[src/rtl/types.sv]
// Shared types for the issue controller: register-file size, index widths,
// FSM state encoding and the issue-register payload.
package types;

    localparam int unsigned NUM_REGS  = 32;
    localparam int unsigned REG_IDX_W = $clog2(NUM_REGS);
    localparam int unsigned CNT_W     = $clog2(NUM_REGS) + 1;

    typedef logic [REG_IDX_W-1:0] reg_idx_t;

    typedef enum logic {
        RUN     = 1'b0,
        BR_WAIT = 1'b1
    } issue_state_t;

    // wr marks an entry that set its rd bit in the scoreboard
    typedef struct packed {
        logic     valid;
        logic     wr;
        reg_idx_t rd;
    } iss_entry_t;

endpackage

[src/rtl/scoreboard.sv]
// Pending-writer bit vector: set on issue, cleared on writeback or squash,
// with a population count of in-flight writers.
module scoreboard
    import types::*;
(
    input  logic                clk,
    input  logic                rst_n,
    input  logic                set_en,
    input  reg_idx_t            set_idx,
    input  logic                wb_en,
    input  reg_idx_t            wb_idx,
    input  logic                sq_en,
    input  reg_idx_t            sq_idx,
    output logic [NUM_REGS-1:0] pending,
    output logic [CNT_W-1:0]    inflight_cnt
);

    logic [NUM_REGS-1:0] pending_nxt;

    // Clears first so a coincident set on the same bit wins; x0 never pends
    always_comb begin
        pending_nxt = pending;
        if (wb_en) begin
            pending_nxt[wb_idx] = 1'b0;
        end
        if (sq_en) begin
            pending_nxt[sq_idx] = 1'b0;
        end
        if (set_en) begin
            pending_nxt[set_idx] = 1'b1;
        end
        pending_nxt[0] = 1'b0;
    end

    always_ff @(posedge clk or negedge rst_n) begin
        if (!rst_n) begin
            pending <= '0;
        end else begin
            pending <= pending_nxt;
        end
    end

    always_comb begin
        inflight_cnt = '0;
        for (int unsigned i = 0; i < NUM_REGS; i++) begin
            inflight_cnt = inflight_cnt + CNT_W'(pending[i]);
        end
    end

endmodule

[src/rtl/issue_ctrl.sv]
// In-order issue stage: RAW/WAW interlock against the pending scoreboard,
// single issue register, and a branch-wait state that stalls decode.
module issue_ctrl
    import types::*;
(
    input  logic                clk,
    input  logic                rst_n,
    input  logic                dec_valid,
    output logic                dec_ready,
    input  reg_idx_t            rs1,
    input  reg_idx_t            rs2,
    input  reg_idx_t            rd,
    input  logic                use_rs2,
    input  logic                rd_write,
    input  logic                is_branch,
    output logic                iss_valid,
    input  logic                iss_ready,
    output reg_idx_t            iss_rd,
    input  logic                wb_valid,
    input  reg_idx_t            wb_rd,
    input  logic                br_resolve,
    input  logic                flush,
    output logic [NUM_REGS-1:0] pending,
    output logic [CNT_W-1:0]    inflight_cnt
);

    issue_state_t state;
    issue_state_t state_nxt;
    iss_entry_t   iss_q;
    logic         hazard;
    logic         accept;
    logic         set_en;
    logic         sq_en;

    // Hazard sees only registered pending, so writeback releases a cycle later
    assign hazard = pending[rs1] | (use_rs2 & pending[rs2]) | (rd_write & pending[rd]);
    assign accept = dec_valid & dec_ready;
    assign set_en = accept & rd_write & (rd != '0);
    assign sq_en  = flush & iss_q.valid & iss_q.wr;

    always_ff @(posedge clk or negedge rst_n) begin
        if (!rst_n) begin
            state <= RUN;
        end else begin
            state <= state_nxt;
        end
    end

    always_comb begin
        state_nxt = state;
        dec_ready = 1'b0;
        if (state == RUN) begin
            dec_ready = !hazard && !flush && (!iss_q.valid || iss_ready);
        end
        case (state)
            RUN:     if (accept && is_branch) state_nxt = BR_WAIT;
            BR_WAIT: if (br_resolve || flush) state_nxt = RUN;
            default: state_nxt = RUN;
        endcase
    end

    // Issue register: flush beats accept, accept beats drain
    always_ff @(posedge clk or negedge rst_n) begin
        if (!rst_n) begin
            iss_q <= '0;
        end else if (flush) begin
            iss_q.valid <= 1'b0;
        end else if (accept) begin
            iss_q <= '{valid: 1'b1, wr: set_en, rd: rd};
        end else if (iss_ready) begin
            iss_q.valid <= 1'b0;
        end
    end

    assign iss_valid = iss_q.valid;
    assign iss_rd    = iss_q.rd;

    scoreboard u_scoreboard (
        .clk          (clk),
        .rst_n        (rst_n),
        .set_en       (set_en),
        .set_idx      (rd),
        .wb_en        (wb_valid),
        .wb_idx       (wb_rd),
        .sq_en        (sq_en),
        .sq_idx       (iss_q.rd),
        .pending      (pending),
        .inflight_cnt (inflight_cnt)
    );

endmodule

[config.mk]
export PLATFORM = sky130hd
export DESIGN_NAME = issue_ctrl
export DESIGN_NICKNAME = d
export VERILOG_FILES = /design/src/rtl/types.sv /design/src/rtl/scoreboard.sv /design/src/rtl/issue_ctrl.sv
export SDC_FILE = /design/constraint.sdc
export NUM_CORES = 1
export LEC_CHECK = 0
export ABC_AREA = 1
export BUFFER_PORTS_ARGS = -buffer_cell sky130_fd_sc_hd__buf_2
export CORE_MARGIN = 5
export CORE_UTILIZATION = 55
export CTS_CLUSTER_DIAMETER = 50
export DETAILED_ROUTE_END_ITERATION = 12
export PLACE_DENSITY = 0.79
export SLEW_MARGIN = 5
export SYNTH_ARGS = -nofsm -noshare
export SYNTH_HDL_FRONTEND = slang
export SYNTH_SLANG_ARGS = --single-unit
[constraint.sdc]
create_clock -name clk -period 13.8 [get_ports clk]
set_input_delay 2.76 -clock clk [delete_from_list [all_inputs] [get_ports clk]]
set_output_delay 2.76 -clock clk [all_outputs]
set_load 0.02 [all_outputs]
==> impl_metrics.json, run 1 <==
{
  "max-clock-path-buffers": 2,
  "io_pins": 75,
  "design.final.nets": 731,
  "category_of_cells_accounting_for_the_largest_share_of_critical_path_delay": "adder cells",
  "total_wire_length_mm": 14.26,
  "cts.repair.resized": 0,
  "worst-path-max-fanout": 6,
  "initial_antenna_violation_count": 0,
  "finalMaxSlewViolations": 0,
  "vdd.ir_drop.worst_v": 0.0004725,
  "synth_sequential_area_ratio_pct": 24.10,
  "antenna_cells": 0,
  "leakagePower_nw": 2.412,
  "setup_tns_ps": 0,
  "period_share_pct": 59.97,
  "die_area_um2": 9181,
  "tritoncts.num_buffers": 5,
  "setup_viol": 0,
  "postSynthCellCount": 619,
  "proportion_of_layout_cells_with_a_drive_suffix_above_1_pct": 12.69,
  "synth_edf_count": 0,
  "slowest_delay_ps": 520,
  "critPathArrivalTime_ps": 5520,
  "cpMaxStageDelayCell": "sky130_fd_sc_hd__fa_1",
  "ys_dominant_reg_cell": "sky130_fd_sc_hd__dfrtp_1",
  "skew_ps": 9.126,
  "route.top_layer_used": "met4",
  "synth-async-reset-ratio_pct": 100.0,
  "rows": 31,
  "flow.area_growth_from_synthesis_pct": 10.84,
  "power_density_nw_per_um2": 279.5,
  "h_tree_level_count": 2,
  "cp_num_buf_inv": 5,
  "worstPathRequired_ps": 11040,
  "synthesis.nets": 681,
  "clk_transition_reported_paths_ps": 80,
  "hpwl_mm": 10.95,
  "min_path_type": "reg2reg",
  "grt_start_max_net_pins": 41,
  "gp_congestion": 0.9972,
  "routed-via-count": 4546,
  "clock_sinks": 39,
  "drt_drc_violations_left": 0,
  "setup.worst_path.start_class": "flip-flop",
  "worst-slew-pin-transition_ps": 935.9,
  "die_h_um": 95.82,
  "n_fill_cell": 737,
  "layout_min_cycle_time_ps": 8276,
  "avgRoutedWirePerCell_um": 18.54,
  "grt_remaining_overflow": 0,
  "finish.utilization_pct": 62.23,
  "fmax_ghz": 0.1208,
  "tritoncts": "built",
  "timing.setup.critical_path_class": "reg2out",
  "die_w_um": 95.82,
  "clock_insertion_delay_worst_skew_ps": 300,
  "cts_root_buf": "sky130_fd_sc_hd__clkbuf_8",
  "drtPass1Iterations": 5,
  "io_buffer_count": 73,
  "route.detailed.vias_per_inst": 5.912,
  "standard_cell_core_area_um2": 7214,
  "amount_of_wire_on_met2_after_detailed_routing_mm": 6.683,
  "cts-hold-fix-buffers": 0,
  "timing.critical_path.cells": "ha_1 -> inv_1 -> fa_1 -> inv_1 -> fa_1 -> fa_1 -> fa_1 -> fa_1 -> inv_1 -> fa_1 -> inv_1 -> ha_1 -> fa_1 -> a21oi_1 -> nor2_1 -> nor2_1 -> xnor2_1 -> buf_2",
  "grtUsageTotal_pct": 31.83,
  "setup_repair_after_global_routing_missed_its_margin": "false",
  "synth.avg_cell_area_um2": 6.543,
  "wl_met3_mm": 1.274,
  "max_cap_violations": 0,
  "start_util_pct": 56.14,
  "cts_post_setup_buffers_inserted": 0,
  "drt_first_iter_violations": 481,
  "netlist_area_um2": 4050,
  "synth.distinct_cells": 29,
  "synth.ff_latch_count": 39,
  "met1Wirelength_mm": 5.630,
  "grt_pass1_vias": 4277,
  "wire_length_of_the_first_global_routing_pass_mm": 21.92,
  "synth_warnings": 0,
  "slew_headroom_pct": 37.54,
  "critical-path-top-cell-by-count": "sky130_fd_sc_hd__fa_1",
  "worstSetupEndpointType": "primary output",
  "final_antenna_net_count": 0,
  "finalHoldViolations": 0,
  "run_status": "finished clean"
}
==> routing by layer <==
metal | GRT usage (%) | up-vias
met5 | 0 | -
met4 | 17.54 | 0
met3 | 4.300 | 53
met2 | 51.53 | 263
met1 | 41.02 | 2127
li1 | - | 2103
==> power by group <==
group	switching, mW	internal [mW]
registers	0.0387	0.135
clock network	0.0424	0.0723
logic	0.623	0.343
total	0.704	0.551
==> worst register-to-register path, cell delays in order (launching register included) <==
cell                      delay (ps)
sky130_fd_sc_hd__dfrtp_1         430
sky130_fd_sc_hd__inv_1           270
sky130_fd_sc_hd__o21ai_1         110
sky130_fd_sc_hd__nand2_1          80
sky130_fd_sc_hd__nand2_1          60
sky130_fd_sc_hd__nand2_1          80
sky130_fd_sc_hd__nand2_1          50
sky130_fd_sc_hd__nor2_1          100
sky130_fd_sc_hd__nand2_1          60
sky130_fd_sc_hd__nand2_1          50
sky130_fd_sc_hd__nand2_1          80
sky130_fd_sc_hd__nor2_4          680
sky130_fd_sc_hd__nand4_1         260
sky130_fd_sc_hd__nand2_1         150
==> layout make-up <==
cell class / instances / area [µm²] / share of cell area [%]
clock buffers: 6 / 72.57 / 1.616
clock inverters: 2 / 60.06 / 1.338
repair buffers: 73 / 365.4 / 8.138
flip-flops and latches: 39 / 975.9 / 21.74
well taps: 99 / 123.9 / 2.759
inverters: 101 / 379.1 / 8.445
multi-input cells: 449 / 2512 / 55.96
==> Yosys cell counts, types with 2 or more instances <==
cell,instances,share of area (%)
sky130_fd_sc_hd__o21ai_1,13,1.6
sky130_fd_sc_hd__nand3_1,73,9.0
sky130_fd_sc_hd__dfrtp_1,39,24
sky130_fd_sc_hd__buf_1,3,0.28
sky130_fd_sc_hd__inv_2,2,0.19
sky130_fd_sc_hd__inv_1,98,9.1
sky130_fd_sc_hd__o21ai_0,19,2.3
sky130_fd_sc_hd__nor3_1,19,2.3
sky130_fd_sc_hd__nor2_1,44,4.1
sky130_fd_sc_hd__buf_2,8,0.99
sky130_fd_sc_hd__clkbuf_1,4,0.37
sky130_fd_sc_hd__ha_1,9,2.8
sky130_fd_sc_hd__fa_1,23,11
sky130_fd_sc_hd__buf_4,14,2.6
sky130_fd_sc_hd__xor2_1,2,0.43
sky130_fd_sc_hd__o221ai_1,15,3.2
sky130_fd_sc_hd__nand2_1,174,16
sky130_fd_sc_hd__a21oi_1,19,2.3
sky130_fd_sc_hd__nand4_1,31,4.8
==> sequential cells by signal, summed over array words and instances (netlist names) <==
signal                flops
iss_q                     1
iss_valid                 1
iss_rd                    5
state                     1
u_scoreboard.pending     31
==> through the flow <==
stage / power, mW / setup WS [ps] / hold WS [ps] / cell area [µm²] / instances
final: 1.255 / 5524 / 489.5 / 4489 / 769
after CTS: 1.261 / 5528 / 493.4 / 4489 / 769
after detailed placement: 1.144 / 5875 / 475.0 / 4357 / 761
after global placement: 1.095 / 5958 / 466.0 / 4357 / 761
after floorplan: 0.8824 / 6102 / 442.5 / 4050 / 619
after global routing: 1.383 / 5342 / 538.7 / 4489 / 769
==> path summary, 6_finish.rpt <==
kind,start,end,slack (ps),cells after the start
max,u_scoreboard.pending[1]$_DFF_PN0_,inflight_cnt[4],5520,18
max in group asynchronous,rst_n,u_scoreboard.pending[5]$_DFF_PN0_,10670,1
min reg2reg,iss_q[5]$_DFFE_PN0P_,iss_q[5]$_DFFE_PN0P_,490,2
min in group asynchronous,rst_n,u_scoreboard.pending[30]$_DFF_PN0_,2570,1
min,iss_q[5]$_DFFE_PN0P_,iss_q[5]$_DFFE_PN0P_,490,2
max reg2reg,u_scoreboard.pending[8]$_DFF_PN0_,u_scoreboard.pending[29]$_DFF_PN0_,11270,13
==> kinds of logic after synthesis <==
kind of cell	share of synthesized area [%]
DFF	24.10
xor gates and xnor gates	0.6489
AOI/OAI and AO/OA	10.07
adders and majority gates	14.15
and+or+nand+nor	37.07
buffers and inverters	13.87
other	0.09259
==> placed cells by master (no fill, tap or decap), types with 13 or more instances in the layout <==
cell type,instances
sky130_fd_sc_hd__inv_1,98
sky130_fd_sc_hd__o21ai_1,13
sky130_fd_sc_hd__nand4_1,31
sky130_fd_sc_hd__dfrtp_1,39
sky130_fd_sc_hd__fa_1,23
sky130_fd_sc_hd__nor2_1,44
sky130_fd_sc_hd__nand3_1,73
sky130_fd_sc_hd__buf_2,73
sky130_fd_sc_hd__a21oi_1,19
sky130_fd_sc_hd__o21ai_0,19
sky130_fd_sc_hd__nor3_1,19
sky130_fd_sc_hd__o221ai_1,15
sky130_fd_sc_hd__nand2_1,174
(Power assumes the default switching activity.)
==> run 2: changes to the inputs <==
==> constraint.sdc (replaced) <==
create_clock -name clk -period 8.5 [get_ports clk]
set_input_delay 1.7 -clock clk [delete_from_list [all_inputs] [get_ports clk]]
set_output_delay 1.7 -clock clk [all_outputs]
set_load 0.02 [all_outputs]
==> impl_metrics.json, run 2 (same netlist as run 1, synthesis figures left out) <==
{
  "finalMaxSlewViolations": 0,
  "antenna_cells": 0,
  "reg2reg_slack_ps": 5970,
  "cts-hold-fix-buffers": 0,
  "cts.repair.resized": 0,
  "cpMaxStageDelayCell": "sky130_fd_sc_hd__fa_1",
  "die_w_um": 95.82,
  "finalHoldViolations": 0,
  "tritoncts": "built",
  "clk_transition_reported_paths_ps": 80,
  "max-clock-path-buffers": 2,
  "crit-reg2reg-launch": "u_scoreboard.pending[8]$_DFF_PN0_",
  "standard_cell_core_area_um2": 7214,
  "drt_first_iter_violations": 543,
  "clock_insertion_delay_worst_skew_ps": 290,
  "worstPathRequired_ps": 6800,
  "avgRoutedWirePerCell_um": 18.11,
  "layout_commonest_cell": "sky130_fd_sc_hd__nand2_1",
  "timing.critical_path.cells": "ha_1 -> inv_1 -> fa_1 -> inv_1 -> fa_1 -> fa_1 -> fa_1 -> fa_1 -> inv_1 -> fa_1 -> inv_1 -> ha_1 -> fa_1 -> a21oi_1 -> nor2_1 -> nor2_1 -> xnor2_1 -> buf_2",
  "worst-path-max-fanout": 6,
  "rows": 31,
  "run_status": "finished clean",
  "flip_flop_count_of_the_largest_register_after_layout": 31,
  "drt_drc_violations_left": 0,
  "h_tree_level_count": 2,
  "rr_worst_depth": 14,
  "hold_path_startpoint": "iss_q[5]$_DFFE_PN0P_",
  "worst_r2r_endpoint": "iss_q[5]$_DFFE_PN0P_",
  "routed-via-count": 4551,
  "largest-register": "u_scoreboard.pending",
  "flow.area_growth_from_synthesis_pct": 10.47,
  "io_pins": 75,
  "design.final.nets": 731,
  "hpwl_mm": 10.76,
  "setup_viol": 0,
  "setup_repair_after_global_routing_missed_its_margin": "false",
  "critical-path-top-cell-by-count": "sky130_fd_sc_hd__fa_1",
  "final_antenna_net_count": 0,
  "tritoncts.num_buffers": 5,
  "slew_headroom_pct": 37.21,
  "power_density_nw_per_um2": 450.3,
  "setup.worst_path.start_class": "flip-flop",
  "min_path_type": "reg2reg",
  "grtUsageTotal_pct": 31.70,
  "clock_sinks": 39,
  "layout_min_cycle_time_ps": 7207,
  "grt_remaining_overflow": 0,
  "fin_worst_hold_slack_ps": 481.7,
  "cts_root_buf": "sky130_fd_sc_hd__clkbuf_8",
  "route.detailed.vias_per_inst": 5.918,
  "cts_post_setup_buffers_inserted": 0,
  "max_cap_violations": 0,
  "category_of_cells_accounting_for_the_largest_share_of_critical_path_delay": "adder cells",
  "drtPass1Iterations": 6,
  "gp_congestion": 0.9661,
  "skew_ps": 5.644,
  "die_h_um": 95.82,
  "die_area_um2": 9181,
  "io_buffer_count": 73,
  "critPathArrivalTime_ps": 5510,
  "fmax_ghz": 0.1388,
  "layout_common_cells": "174 x sky130_fd_sc_hd__nand2_1, 98 x sky130_fd_sc_hd__inv_1, 73 x sky130_fd_sc_hd__nand3_1, 73 x sky130_fd_sc_hd__buf_2, 44 x sky130_fd_sc_hd__nor2_1",
  "worstSetupEndpointType": "primary output",
  "setup_tns_ps": 0,
  "initial_antenna_violation_count": 0,
  "cp_num_buf_inv": 5,
  "leakagePower_nw": 2.408,
  "vdd.ir_drop.worst_v": 0.0009288,
  "period_share_pct": 84.79,
  "worst-slew-pin-transition_ps": 940.9,
  "total_wire_length_mm": 13.93,
  "worstHoldEndpoint": "iss_q[5]$_DFFE_PN0P_",
  "proportion_of_layout_cells_with_a_drive_suffix_above_1_pct": 12.84,
  "grt_start_max_net_pins": 41,
  "wire_length_of_the_first_global_routing_pass_mm": 22.00,
  "grt_pass1_vias": 4255,
  "worst_hold_stages": 2,
  "timing.setup.critical_path_class": "reg2out",
  "slowest_delay_ps": 530,
  "start_util_pct": 56.14
}
-- run 2: cell types whose count changed in the layout (fill, tap and decap cells not counted) --
| cell | before | now |
|---|---|---|
| sky130_fd_sc_hd__clkbuf_1 | 1 | 0 |
| sky130_fd_sc_hd__clkinv_2 | 0 | 1 |
| sky130_fd_sc_hd__bufinv_16 | 2 | 1 |
| sky130_fd_sc_hd__clkbuf_8 | 5 | 6 |
-- run 2: cell type report --
class,instances,area (µm²)
multi-input combinational,449,2512
fill,728,2740
clock inverter,2,35.03
sequential,39,975.9
clock buffer,6,82.58
timing repair buffer,73,365.4
tap,99,123.9
inverter,101,379.1
-- run 2: metal layers --
layer	vias to the layer above	GRT usage, %	wire length (µm)
li1	2095	-	-
met1	2116	41.87	5283
met2	294	50.90	6427
met3	46	5.708	1659
met4	0	13.86	558
met5	-	0	0
-- run 2: worst max path at each step --
stage	from	end	slack (ps)	cells after the start
after detailed placement	u_scoreboard.pending[1]$_DFF_PN0_	inflight_cnt[4]	1630	18
after global routing	u_scoreboard.pending[1]$_DFF_PN0_	inflight_cnt[4]	1080	18
final	u_scoreboard.pending[1]$_DFF_PN0_	inflight_cnt[4]	1290	18
after floorplan	u_scoreboard.pending[1]$_DFF_PN0_	inflight_cnt[4]	1860	17
after CTS	u_scoreboard.pending[1]$_DFF_PN0_	inflight_cnt[4]	1280	18
after global placement	u_scoreboard.pending[1]$_DFF_PN0_	inflight_cnt[4]	1740	18
-- run 2: worst min-delay path, cell delays in order (launching register included) --
cell                      delay (ps)
sky130_fd_sc_hd__dfrtp_1         350
sky130_fd_sc_hd__nand2_1          60
sky130_fd_sc_hd__nand2_1          50
-- run 2: where the power goes --
group	switching (mW)	internal (mW)
registers	0.0606	0.220
clock network	0.0678	0.0950
logic	1.01	0.557
-- run 2: metrics by stage --
stage	utilization [%]	setup WS (ps)	total power [mW]	cell area, µm²	instances
floorplan	-	1862	1.433	4050	619
global placement	60.39	1743	1.753	4357	761
detailed placement	60.39	1625	1.865	4357	761
CTS	62.02	1283	2.031	4474	769
global route	62.02	1080	2.217	4474	769
finish	62.02	1293	2.015	4474	769
==> run 3: changes to the inputs <==
--- a/config.mk
+++ b/config.mk
@@ -8,10 +8,10 @@
 export ABC_AREA = 1
 export BUFFER_PORTS_ARGS = -buffer_cell sky130_fd_sc_hd__buf_2
 export CORE_MARGIN = 5
-export CORE_UTILIZATION = 55
+export CORE_UTILIZATION = 52
 export CTS_CLUSTER_DIAMETER = 50
 export DETAILED_ROUTE_END_ITERATION = 12
-export PLACE_DENSITY = 0.79
+export PLACE_DENSITY = 0.78
 export SLEW_MARGIN = 5
 export SYNTH_ARGS = -nofsm -noshare
 export SYNTH_HDL_FRONTEND = slang
==> constraint.sdc (replaced) <==
create_clock -name clk -period 5.81 [get_ports clk]
set_input_delay 1.162 -clock clk [delete_from_list [all_inputs] [get_ports clk]]
set_output_delay 1.162 -clock clk [all_outputs]
set_load 0.02 [all_outputs]
==> impl_metrics.json, run 3 (same netlist as run 1, synthesis figures left out) <==
{
  "drtPass1Iterations": 6,
  "wire_length_of_the_first_global_routing_pass_mm": 23.06,
  "die_area_um2": 9654,
  "die_h_um": 98.26,
  "max_cap_violations": 0,
  "max-clock-path-buffers": 2,
  "cts_root_buf": "sky130_fd_sc_hd__clkbuf_8",
  "run_status": "finished, violations left",
  "critPathArrivalTime_ps": 5160,
  "proportion_of_layout_cells_with_a_drive_suffix_above_1_pct": 19.11,
  "skew_ps": 8.880,
  "grt_start_max_net_pins": 41,
  "route.detailed.vias_per_inst": 5.752,
  "flow.area_growth_from_synthesis_pct": 18.60,
  "antenna_cells": 0,
  "start_util_pct": 52.96,
  "period_share_pct": 108.8,
  "layout.cells.non_filler": 798,
  "gp_congestion": 1.016,
  "io_buffer_count": 73,
  "setup_repair_after_global_routing_missed_its_margin": "true",
  "standard_cell_core_area_um2": 7647,
  "design.final.nets": 757,
  "combined_area_of_the_multi_input_logic_cells_um2": 2613,
  "final_antenna_net_count": 0,
  "finalHoldViolations": 0,
  "routed-via-count": 4590,
  "total_wire_length_mm": 14.69,
  "slew_headroom_pct": 36.19,
  "drt_first_iter_violations": 404,
  "worstPathRequired_ps": 4650,
  "worstSetupEndpointType": "primary output",
  "fmax_ghz": 0.1582,
  "largest-register": "u_scoreboard.pending",
  "min_path_type": "reg2reg",
  "n_fill_cell": 760,
  "rows": 32,
  "tritoncts.num_buffers": 5,
  "finalInstanceArea_um2": 4803,
  "io_pins": 75,
  "tritoncts": "built",
  "h_tree_level_count": 2,
  "layout_min_cycle_time_ps": 6321,
  "initial_antenna_violation_count": 0,
  "timing.setup.critical_path_class": "reg2out",
  "hpwl_mm": 11.16,
  "clk_transition_reported_paths_ps": 80,
  "finalMaxSlewViolations": 0,
  "drt_drc_violations_left": 0,
  "violated_checks": "setup timing",
  "die_w_um": 98.26,
  "seqCellArea_um2": 978.4,
  "setup_viol": 5,
  "avgRoutedWirePerCell_um": 18.41,
  "clock_sinks": 39,
  "place.detailed.instances": 789,
  "cts-hold-fix-buffers": 0,
  "grtUsageTotal_pct": 30.16,
  "flip_flop_count_of_the_largest_register_after_layout": 31,
  "grt_remaining_overflow": 0,
  "clock_insertion_delay_worst_skew_ps": 300,
  "layout_commonest_cell": "sky130_fd_sc_hd__nand2_1",
  "layout_setup_ws_ps": -511.2,
  "layout_common_cells": "174 x sky130_fd_sc_hd__nand2_1, 93 x sky130_fd_sc_hd__inv_1, 73 x sky130_fd_sc_hd__nand3_1",
  "worst-slew-pin-transition_ps": 956.1,
  "placement.cell_area_um2": 4603,
  "grt_pass1_vias": 4480,
  "worst-path-max-fanout": 2,
  "setup.worst_path.start_class": "flip-flop"
}
## run 3: cell types whose count changed in the layout (fill, tap and decap cells not counted), moves of 5 or more
cell and change:
sky130_fd_sc_hd__buf_2 -5, sky130_fd_sc_hd__inv_1 -5, sky130_fd_sc_hd__inv_2 +5, sky130_fd_sc_hd__buf_4 +27
## run 3: worst paths after layout
path,slack (ps),start,endpoint,cells past startpoint
max,-510,u_scoreboard.pending[1]$_DFF_PN0_,inflight_cnt[4],18
min in group asynchronous,960,rst_n,u_scoreboard.pending[25]$_DFF_PN0_,1
max reg2reg,3540,u_scoreboard.pending[24]$_DFF_PN0_,u_scoreboard.pending[15]$_DFF_PN0_,15
max in group asynchronous,4240,rst_n,u_scoreboard.pending[2]$_DFF_PN0_,1
min reg2reg,490,iss_q[5]$_DFFE_PN0P_,iss_q[5]$_DFFE_PN0P_,2
min,490,iss_q[5]$_DFFE_PN0P_,iss_q[5]$_DFFE_PN0P_,2
## run 3: per-layer routing
| layer | wire [µm] | up-vias | global-route usage (%) |
|---|---|---|---|
| li1 | - | 2160 | - |
| met1 | 5652 | 2063 | 38.72 |
| met2 | 6524 | 297 | 46.91 |
| met3 | 1542 | 70 | 6.071 |
| met4 | 972 | 0 | 18.17 |
| met5 | 0 | - | 0 |
## run 3: per-stage QoR
step                utilization, %  setup TNS (ps)  setup slack (ps)  hold WS [ps]
finish                       62.81           -1605            -511.2         485.6
floorplan                        -          -224.0            -107.6         442.5
detailed placement           60.19          -716.2            -277.4         467.2
CTS                          62.16           -1834            -481.9         486.2
global placement             60.19          -250.5            -175.2         464.1
global route                 62.81           -2224            -639.2         504.3
## run 3: repair_timing
action | in CTS | in global routing
setup buffers | 1 | 1
resized for setup | 8 | 14
pin swaps | 2 | 11
setup endpoints to repair | 5 | 5
gates cloned | 0 | 0
## run 3: area by class of cell
type,count,share of cell area [%]
Clock inverter,2,0.7294
Tap cell,102,2.657
Timing Repair Buffer,99,12.24
Inverter,101,7.893
Sequential cell,39,20.37
Clock buffer,6,1.719
Multi-Input combinational cell,449,54.39
## run 3: critical path, cell delays in order, from the launching register on
cell and delay (ps):
sky130_fd_sc_hd__dfrtp_2 430, sky130_fd_sc_hd__ha_4 270, sky130_fd_sc_hd__inv_2 30, sky130_fd_sc_hd__fa_1 430
sky130_fd_sc_hd__inv_1 90, sky130_fd_sc_hd__fa_2 440, sky130_fd_sc_hd__fa_1 520, sky130_fd_sc_hd__fa_2 450
sky130_fd_sc_hd__fa_1 510, sky130_fd_sc_hd__inv_2 40, sky130_fd_sc_hd__fa_1 480, sky130_fd_sc_hd__inv_2 50
sky130_fd_sc_hd__ha_4 150, sky130_fd_sc_hd__fa_2 370, sky130_fd_sc_hd__a21oi_2 150, sky130_fd_sc_hd__nor2_1 60
sky130_fd_sc_hd__nor2_2 120, sky130_fd_sc_hd__xnor2_2 120, sky130_fd_sc_hd__buf_4 160
Power of run 3 is not shown: default switching activity piles up to over one toggle a cycle in this logic, so the estimate is an artifact.
